<file path="src/rtl/fetch_ctrl.sv">
// fetch_ctrl: instruction-fetch controller sitting between the PC register,
// the instruction memory and decode.
//
// One memory read per PC value with a single request outstanding. Fetched
// instructions are presented to decode through a one-entry output register.
// A redirect from EX overrides everything: it steers the PC register to the
// word-aligned target, kills the output entry, and marks any request still
// in flight so that its response is thrown away.
//
// Optional feature: define FETCH_CTRL_PERF_EN to add the perf_fetch_cnt and
// perf_stall_cnt counter ports. Without it the block has no counters and
// behaves identically otherwise.
//
// state | meaning
// ------+-------------------------------------------------------------
// IDLE  | just out of reset, no request issued yet
// REQ   | presenting a read for pc (held off while decode is blocked)
// WAIT  | request accepted, waiting for imem_rvalid
//
// drop = 1 means the outstanding response belongs to a redirected-away
// path and must be discarded without advancing the PC.

module fetch_ctrl #(
   parameter logic [31:0] RESET_PC = 32'h00400000,
   parameter logic [31:0] NOP_INST = 32'h00000000
) (
   input  logic        clk,
   input  logic        rst,
   input  logic [31:0] pc,
   input  logic        redirect_valid,
   input  logic [31:0] redirect_pc,
   input  logic        decode_stall,
   output logic        imem_req,
   output logic [31:0] imem_addr,
   input  logic        imem_ready,
   input  logic        imem_rvalid,
   input  logic [31:0] imem_rdata,
   output logic [31:0] pc_next,
   output logic        pc_stall,
   output logic        if_valid,
   output logic [31:0] if_pc,
   output logic [31:0] if_inst
`ifdef FETCH_CTRL_PERF_EN
   ,
   output logic [31:0] perf_fetch_cnt,
   output logic [31:0] perf_stall_cnt
`endif
);

   typedef enum logic [1:0] {
      S_IDLE = 2'd0,
      S_REQ  = 2'd1,
      S_WAIT = 2'd2
   } state_t;

   state_t state_q;
   state_t state_d;
   logic   drop_q;
   logic   drop_d;

   logic   req_acc;
   logic   rsp_hit;
   logic   rsp_load;
   logic   in_flight;

   // Redirect targets are word aligned; the two low bits are ignored.
   logic   redirect_lsb_unused;
   assign redirect_lsb_unused = ^redirect_pc[1:0];

   // Handshake qualifiers shared by the next-state and output logic.
   always_comb begin
      req_acc   = imem_req && imem_ready;
      rsp_hit   = (state_q == S_WAIT) && imem_rvalid;
      rsp_load  = rsp_hit && !drop_q && !redirect_valid;
      in_flight = req_acc || ((state_q == S_WAIT) && !imem_rvalid);
   end

   // State register and drop flag.
   always_ff @(posedge clk or posedge rst) begin
      if (rst) begin
         state_q <= S_IDLE;
         drop_q  <= 1'b0;
      end else begin
         state_q <= state_d;
         drop_q  <= drop_d;
      end
   end

   // Next-state logic; a redirect overrides the normal transitions and
   // keeps waiting only if a request is still owed a response.
   always_comb begin
      state_d = state_q;
      drop_d  = drop_q;
      if (redirect_valid) begin
         state_d = in_flight ? S_WAIT : S_REQ;
         drop_d  = in_flight;
      end else begin
         case (state_q)
            S_IDLE: state_d = S_REQ;
            S_REQ: begin
               if (req_acc) state_d = S_WAIT;
            end
            S_WAIT: begin
               if (imem_rvalid) begin
                  state_d = S_REQ;
                  drop_d  = 1'b0;
               end
            end
            default: begin
               state_d = S_IDLE;
               drop_d  = 1'b0;
            end
         endcase
      end
   end

   // Combinational memory request and PC-register control.
   always_comb begin
      imem_addr = pc;
      imem_req  = (state_q == S_REQ) && !(if_valid && decode_stall);
      pc_stall  = 1'b1;
      pc_next   = pc;
      if (redirect_valid) begin
         pc_stall = 1'b0;
         pc_next  = {redirect_pc[31:2], 2'b00};
      end else if (rsp_load) begin
         pc_stall = 1'b0;
         pc_next  = pc + 32'd4;
      end
   end

   // Output register to decode: load on a live response, otherwise drain
   // when decode takes the entry; an empty entry always shows NOP_INST.
   always_ff @(posedge clk or posedge rst) begin
      if (rst) begin
         if_valid <= 1'b0;
         if_pc    <= RESET_PC;
         if_inst  <= NOP_INST;
      end else if (redirect_valid) begin
         if_valid <= 1'b0;
         if_inst  <= NOP_INST;
      end else if (rsp_load) begin
         if_valid <= 1'b1;
         if_pc    <= pc;
         if_inst  <= imem_rdata;
      end else if (!decode_stall) begin
         if_valid <= 1'b0;
         if_inst  <= NOP_INST;
      end
   end

`ifdef FETCH_CTRL_PERF_EN
   // Counters: delivered instructions and REQ cycles blocked by decode.
   always_ff @(posedge clk or posedge rst) begin
      if (rst) begin
         perf_fetch_cnt <= 32'd0;
         perf_stall_cnt <= 32'd0;
      end else begin
         if (rsp_load) perf_fetch_cnt <= perf_fetch_cnt + 32'd1;
         if ((state_q == S_REQ) && !imem_req) perf_stall_cnt <= perf_stall_cnt + 32'd1;
      end
   end
`endif

endmodule

</file>
<file path="config.mk">
export PLATFORM = sky130hd
export DESIGN_NAME = fetch_ctrl
export DESIGN_NICKNAME = d
export VERILOG_FILES = /design/src/rtl/fetch_ctrl.sv
export SDC_FILE = /design/constraint.sdc
export NUM_CORES = 1
export LEC_CHECK = 0
export BUFFER_PORTS_ARGS = -buffer_cell sky130_fd_sc_hd__buf_2
export CORE_ASPECT_RATIO = 1.1
export CORE_MARGIN = 3
export CORE_UTILIZATION = 39
export DETAILED_ROUTE_END_ITERATION = 8
export GPL_ROUTABILITY_DRIVEN = 0
export PLACE_DENSITY = 0.84
export SLEW_MARGIN = 20
export SYNTH_ARGS = -nofsm -noshare
export SYNTH_HDL_FRONTEND = slang
export SYNTH_SLANG_ARGS = --single-unit
</file>
<file path="constraint.sdc">
create_clock -name clk -period 2.6 [get_ports clk]
set_input_delay 0.52 -clock clk [delete_from_list [all_inputs] [get_ports clk]]
set_output_delay 0.52 -clock clk [all_outputs]
set_load 0.1 [all_outputs]
</file>
==> summary.txt <==
=========================================================================================
CP Class ...................................................................      reg2out
Worst Setup SP .............................................................       drop_q
Number of global-route vias before repair ..................................         4097
Growth of design area from synthesis to finish .............................        76.7%
Power share of the sequential group ........................................        0.239
Utilization of the core after routing ......................................        0.718
Met2 Track Usage GR ........................................................        0.442
Number of nets in the finished design ......................................          699
Ranking of synthesized cells by area ....................................... sky130_fd_sc_hd__dfrtp_1 46%, sky130_fd_sc_hd__mux2_2 10%, sky130_fd_sc_hd__a22o_1 7.7%
Peak VDD IR ................................................................   0.000635 V
Number of primary I/O pins .................................................          233
Fraction of layout instances using a drive strength above 1 ................        0.679
Delay of the slowest cell on the worst path ................................      0.44 ns
Mapped cell area ........................................................... 0.00366 mm^2
Run status ................................................................. finished, violations left
Leading cell type by number of instances after synthesis ................... sky130_fd_sc_hd__dfrtp_1
Worst-path cell with the longest stage delay ............................... sky130_fd_sc_hd__or4_4
Antenna cell count .........................................................            0
Net switching power figure .................................................      3.49 mW
Max Fanout on Critical Path ................................................            3
Portion of synthesized cell area occupied by the leading cell type .........        0.458
Library cell appearing most often on the critical path ..................... sky130_fd_sc_hd__or3_4
Combinational share of power ...............................................        0.603
Count of hold-fix buffers inserted at cts ..................................            0
Worst slew margin relative to its limit ....................................        0.580
Number of port buffers .....................................................          230
Sequential cell area fraction in the yosys report ..........................        0.465
RSZ-0062 raised after global routing .......................................          yes
DR vias ....................................................................         3753
Remaining antenna violation count after routing ............................            0
Endpoints failing hold .....................................................            0
P_int ......................................................................      2.67 mW
Layer with the highest usage after global routing ..........................         met2
Net count after synthesis ..................................................          461
Clock-pin slew on the worst setup and hold paths ...........................      0.08 ns
Total global routing track utilization .....................................        0.239
Die span in y ..............................................................       108 um
CP arrival .................................................................      2.68 ns
DR WL/cell .................................................................      18.1 um
Delay-heaviest family, CP .................................................. simple AND/OR/NAND/NOR gates
Met1 routing resource usage after global routing ...........................        0.257
TritonCTS Sinks ............................................................           68
Width of the die ...........................................................      98.4 um
Violation count after the first detailed-route iteration ...................          116
Initial standard-cell utilization of the core ..............................        0.407
Path type of the worst min-delay path ......................................     in2async
Overflow after GRT .........................................................            0
Placement-stage worst setup slack ..........................................    -0.502 ns
Met3 global-route usage ....................................................       0.0544
Initial antenna violation count ............................................            0
Area enclosed by the die boundary ..........................................  0.0106 mm^2
Number of design rule violations left after detail routing .................            0
Violated checks ............................................................ negative setup slack
Largest net degree at the start of global routing ..........................           65
Mean instance size in the synthesized netlist ..............................    10.2 um^2
Detailed-route vias per instance ...........................................         5.25
DP Cell Count ..............................................................          692
Final-layout worst hold slack ..............................................     0.247 ns
Worst-case setup margin in the final layout ................................    -0.603 ns
Cell chain of the critical path ............................................ or3b_4, or3_4, or4_4, or3_4, a31oi_4, buf_12
Standby leakage power ......................................................      3.35 nW
Final wirelength ...........................................................      12.9 mm
Max_cap viols ..............................................................            0
Number of core rows ........................................................           36
Number of synthesized flops with an enable pin .............................            0
Layout Skew ................................................................   0.00930 ns
Proportion of register bits with asynchronous set or reset after synthesis .         1.00
Unique masters post-synth ..................................................           35
Clock Latency Late Sink ....................................................      0.35 ns
Type of destination of the critical path ................................... primary output
TritonCTS Buffers ..........................................................            9
Area leader, netlist ....................................................... sky130_fd_sc_hd__dfrtp_1
Maximum buffer depth of the clock tree .....................................            2
Instance count of the mapped netlist .......................................          358
Launch instance of the worst register-to-register path .....................       drop_q
Core Region ................................................................ 0.00901 mm^2
Fin. max-slew vios .........................................................            0
Ys Warns ...................................................................            0
Portion of the clock cycle consumed by the worst path in the final layout ..         1.23
Buffer cell driving the clock tree root .................................... sky130_fd_sc_hd__clkbuf_8
Dpl hpwl ...................................................................      9.66 mm
Count of TritonRoute iterations in the first routing pass ..................            5
Worst slew pin tran ........................................................     0.629 ns
Post-layout minimum cycle time .............................................      3.20 ns
Level count of the clock H-tree ............................................            3
Highest clock rate .........................................................    0.312 GHz
Final setup TNS ............................................................    -11.22 ns
Pwr Density ................................................................  951 mW/mm^2
Flip-flop and latch count after synthesis ..................................           68
Most used flip-flop cell after synthesis ................................... sky130_fd_sc_hd__dfrtp_1
First-pass GRT wire length .................................................      20.1 mm
Sort of element at the start of the critical path ..........................     register
Final Instance Count excl. Fillers .........................................          715
Worst endpoint required time ...............................................      2.08 ns
Most used standard cells in the synthesized netlist ........................ 67 x sky130_fd_sc_hd__dfrtp_1, 42 x sky130_fd_sc_hd__nand2_1, 33 x sky130_fd_sc_hd__mux2_2
Share of power burned in the clock network .................................        0.158
Clock tree from TritonCTS ..................................................          yes
Total of endpoints with negative setup slack in the final report ...........           30
Proportion of total power due to net switching .............................        0.566
Buffer and inverter count on the worst path ................................            1
=========================================================================================
## state kept, by name, summed over array words and instances, names as in the netlist
signal    cells
drop_q        1
if_inst      32
if_pc        32
if_valid      1
state_q       2
## cells in the final DEF (no fill, tap or decap), types with 2 or more instances in the layout
cell type,n
sky130_fd_sc_hd__xor2_2,3
sky130_fd_sc_hd__a22o_1,32
sky130_fd_sc_hd__nand3_1,4
sky130_fd_sc_hd__nand2_2,2
sky130_fd_sc_hd__and3_1,4
sky130_fd_sc_hd__xor2_1,3
sky130_fd_sc_hd__nor2_4,4
sky130_fd_sc_hd__bufinv_16,2
sky130_fd_sc_hd__buf_2,198
sky130_fd_sc_hd__clkbuf_8,10
sky130_fd_sc_hd__o21ai_2,4
sky130_fd_sc_hd__nor2b_2,2
sky130_fd_sc_hd__mux2_2,32
sky130_fd_sc_hd__mux2i_1,3
sky130_fd_sc_hd__nor2b_1,2
sky130_fd_sc_hd__or3_4,2
sky130_fd_sc_hd__dfrtp_1,67
sky130_fd_sc_hd__xnor2_2,16
sky130_fd_sc_hd__a22oi_1,2
sky130_fd_sc_hd__nor3_4,10
sky130_fd_sc_hd__nor2_2,2
sky130_fd_sc_hd__nor2_1,2
sky130_fd_sc_hd__nor4_4,6
sky130_fd_sc_hd__buf_12,35
sky130_fd_sc_hd__clkbuf_1,2
sky130_fd_sc_hd__o21ai_0,2
sky130_fd_sc_hd__and4_1,2
sky130_fd_sc_hd__buf_6,5
sky130_fd_sc_hd__inv_1,8
sky130_fd_sc_hd__xnor2_1,5
sky130_fd_sc_hd__nand4_1,6
sky130_fd_sc_hd__o21ai_4,22
sky130_fd_sc_hd__nand2_1,40
sky130_fd_sc_hd__buf_4,40
## worst register-to-register path, stage by stage (launching register included)
cell                       delay, ns
sky130_fd_sc_hd__dfrtp_1        0.40
sky130_fd_sc_hd__buf_4          0.14
sky130_fd_sc_hd__buf_6          0.10
sky130_fd_sc_hd__buf_6          0.12
sky130_fd_sc_hd__nor4bb_4       0.32
sky130_fd_sc_hd__buf_6          0.16
sky130_fd_sc_hd__buf_4          0.10
sky130_fd_sc_hd__nor2_2         0.03
sky130_fd_sc_hd__and2_2         0.40
sky130_fd_sc_hd__a22o_1         0.27
## stage by stage
step	power [mW]	instance area, um^2
3_3_place_gp	5.06	5880
5_1_grt	6.36	6470
2_1_floorplan	4.35	4100
6_report	6.16	6470
4_1_cts	6.14	6350
3_5_place_dp	5.13	5880
## final timing paths
check	end	slack, ns	cells after the start
min reg2reg	if_inst[3]	0.50	1
max reg2reg	if_inst[27]	0.44	9
min in group clk	state_q[0]	0.39	2
min	if_pc[30]	0.25	2
max in group asynchronous	if_pc[14]	1.71	3
max	pc_next[28]	-0.60	6
## logic make-up after synthesis
group / after synthesis / synth area share
AOI/OAI and AO/OA: 68 / 0.129
xor gates and xnor gates: 27 / 0.0646
adders and majority gates: 1 / 0.00342
buffers and inverters: 61 / 0.0957
DFF: 68 / 0.465
muxes: 36 / 0.110
and+or+nand+nor: 97 / 0.133
## area by class of cell
| type | instances | area [um^2] |
|---|---|---|
| Fill cell | 649 | 2540 |
| Clock inverter | 4 | 72.6 |
| Inverter | 9 | 33.8 |
| Sequential cell | 68 | 1700 |
| Tap cell | 114 | 143 |
| Timing Repair Buffer | 279 | 2060 |
| Clock buffer | 12 | 145 |
| Multi-Input combinational cell | 229 | 2310 |
## per-layer routing
layer | wire, um | vias up
met2 | 7060 | 185
met1 | 4570 | 1824
met5 | 0 | -
met3 | 872 | 36
li1 | - | 1708
met4 | 411 | 0
## power groups by stage
stage | registers, mW | logic [mW] | clock network, mW
floorplan | 3.26 | 1.09 | 0
global placement | 1.46 | 3.60 | 0
detailed placement | 1.49 | 3.64 | 0
CTS | 1.47 | 3.67 | 0.997
global route | 1.50 | 3.81 | 1.05
finish | 1.47 | 3.71 | 0.974
## repair_timing
item                                    CTS  global route
endpoints found under the setup margin   27            28
setup buffers                             2             8
pin swaps                                28            18
resized for setup                        41            20
(Power assumes the default switching activity.)
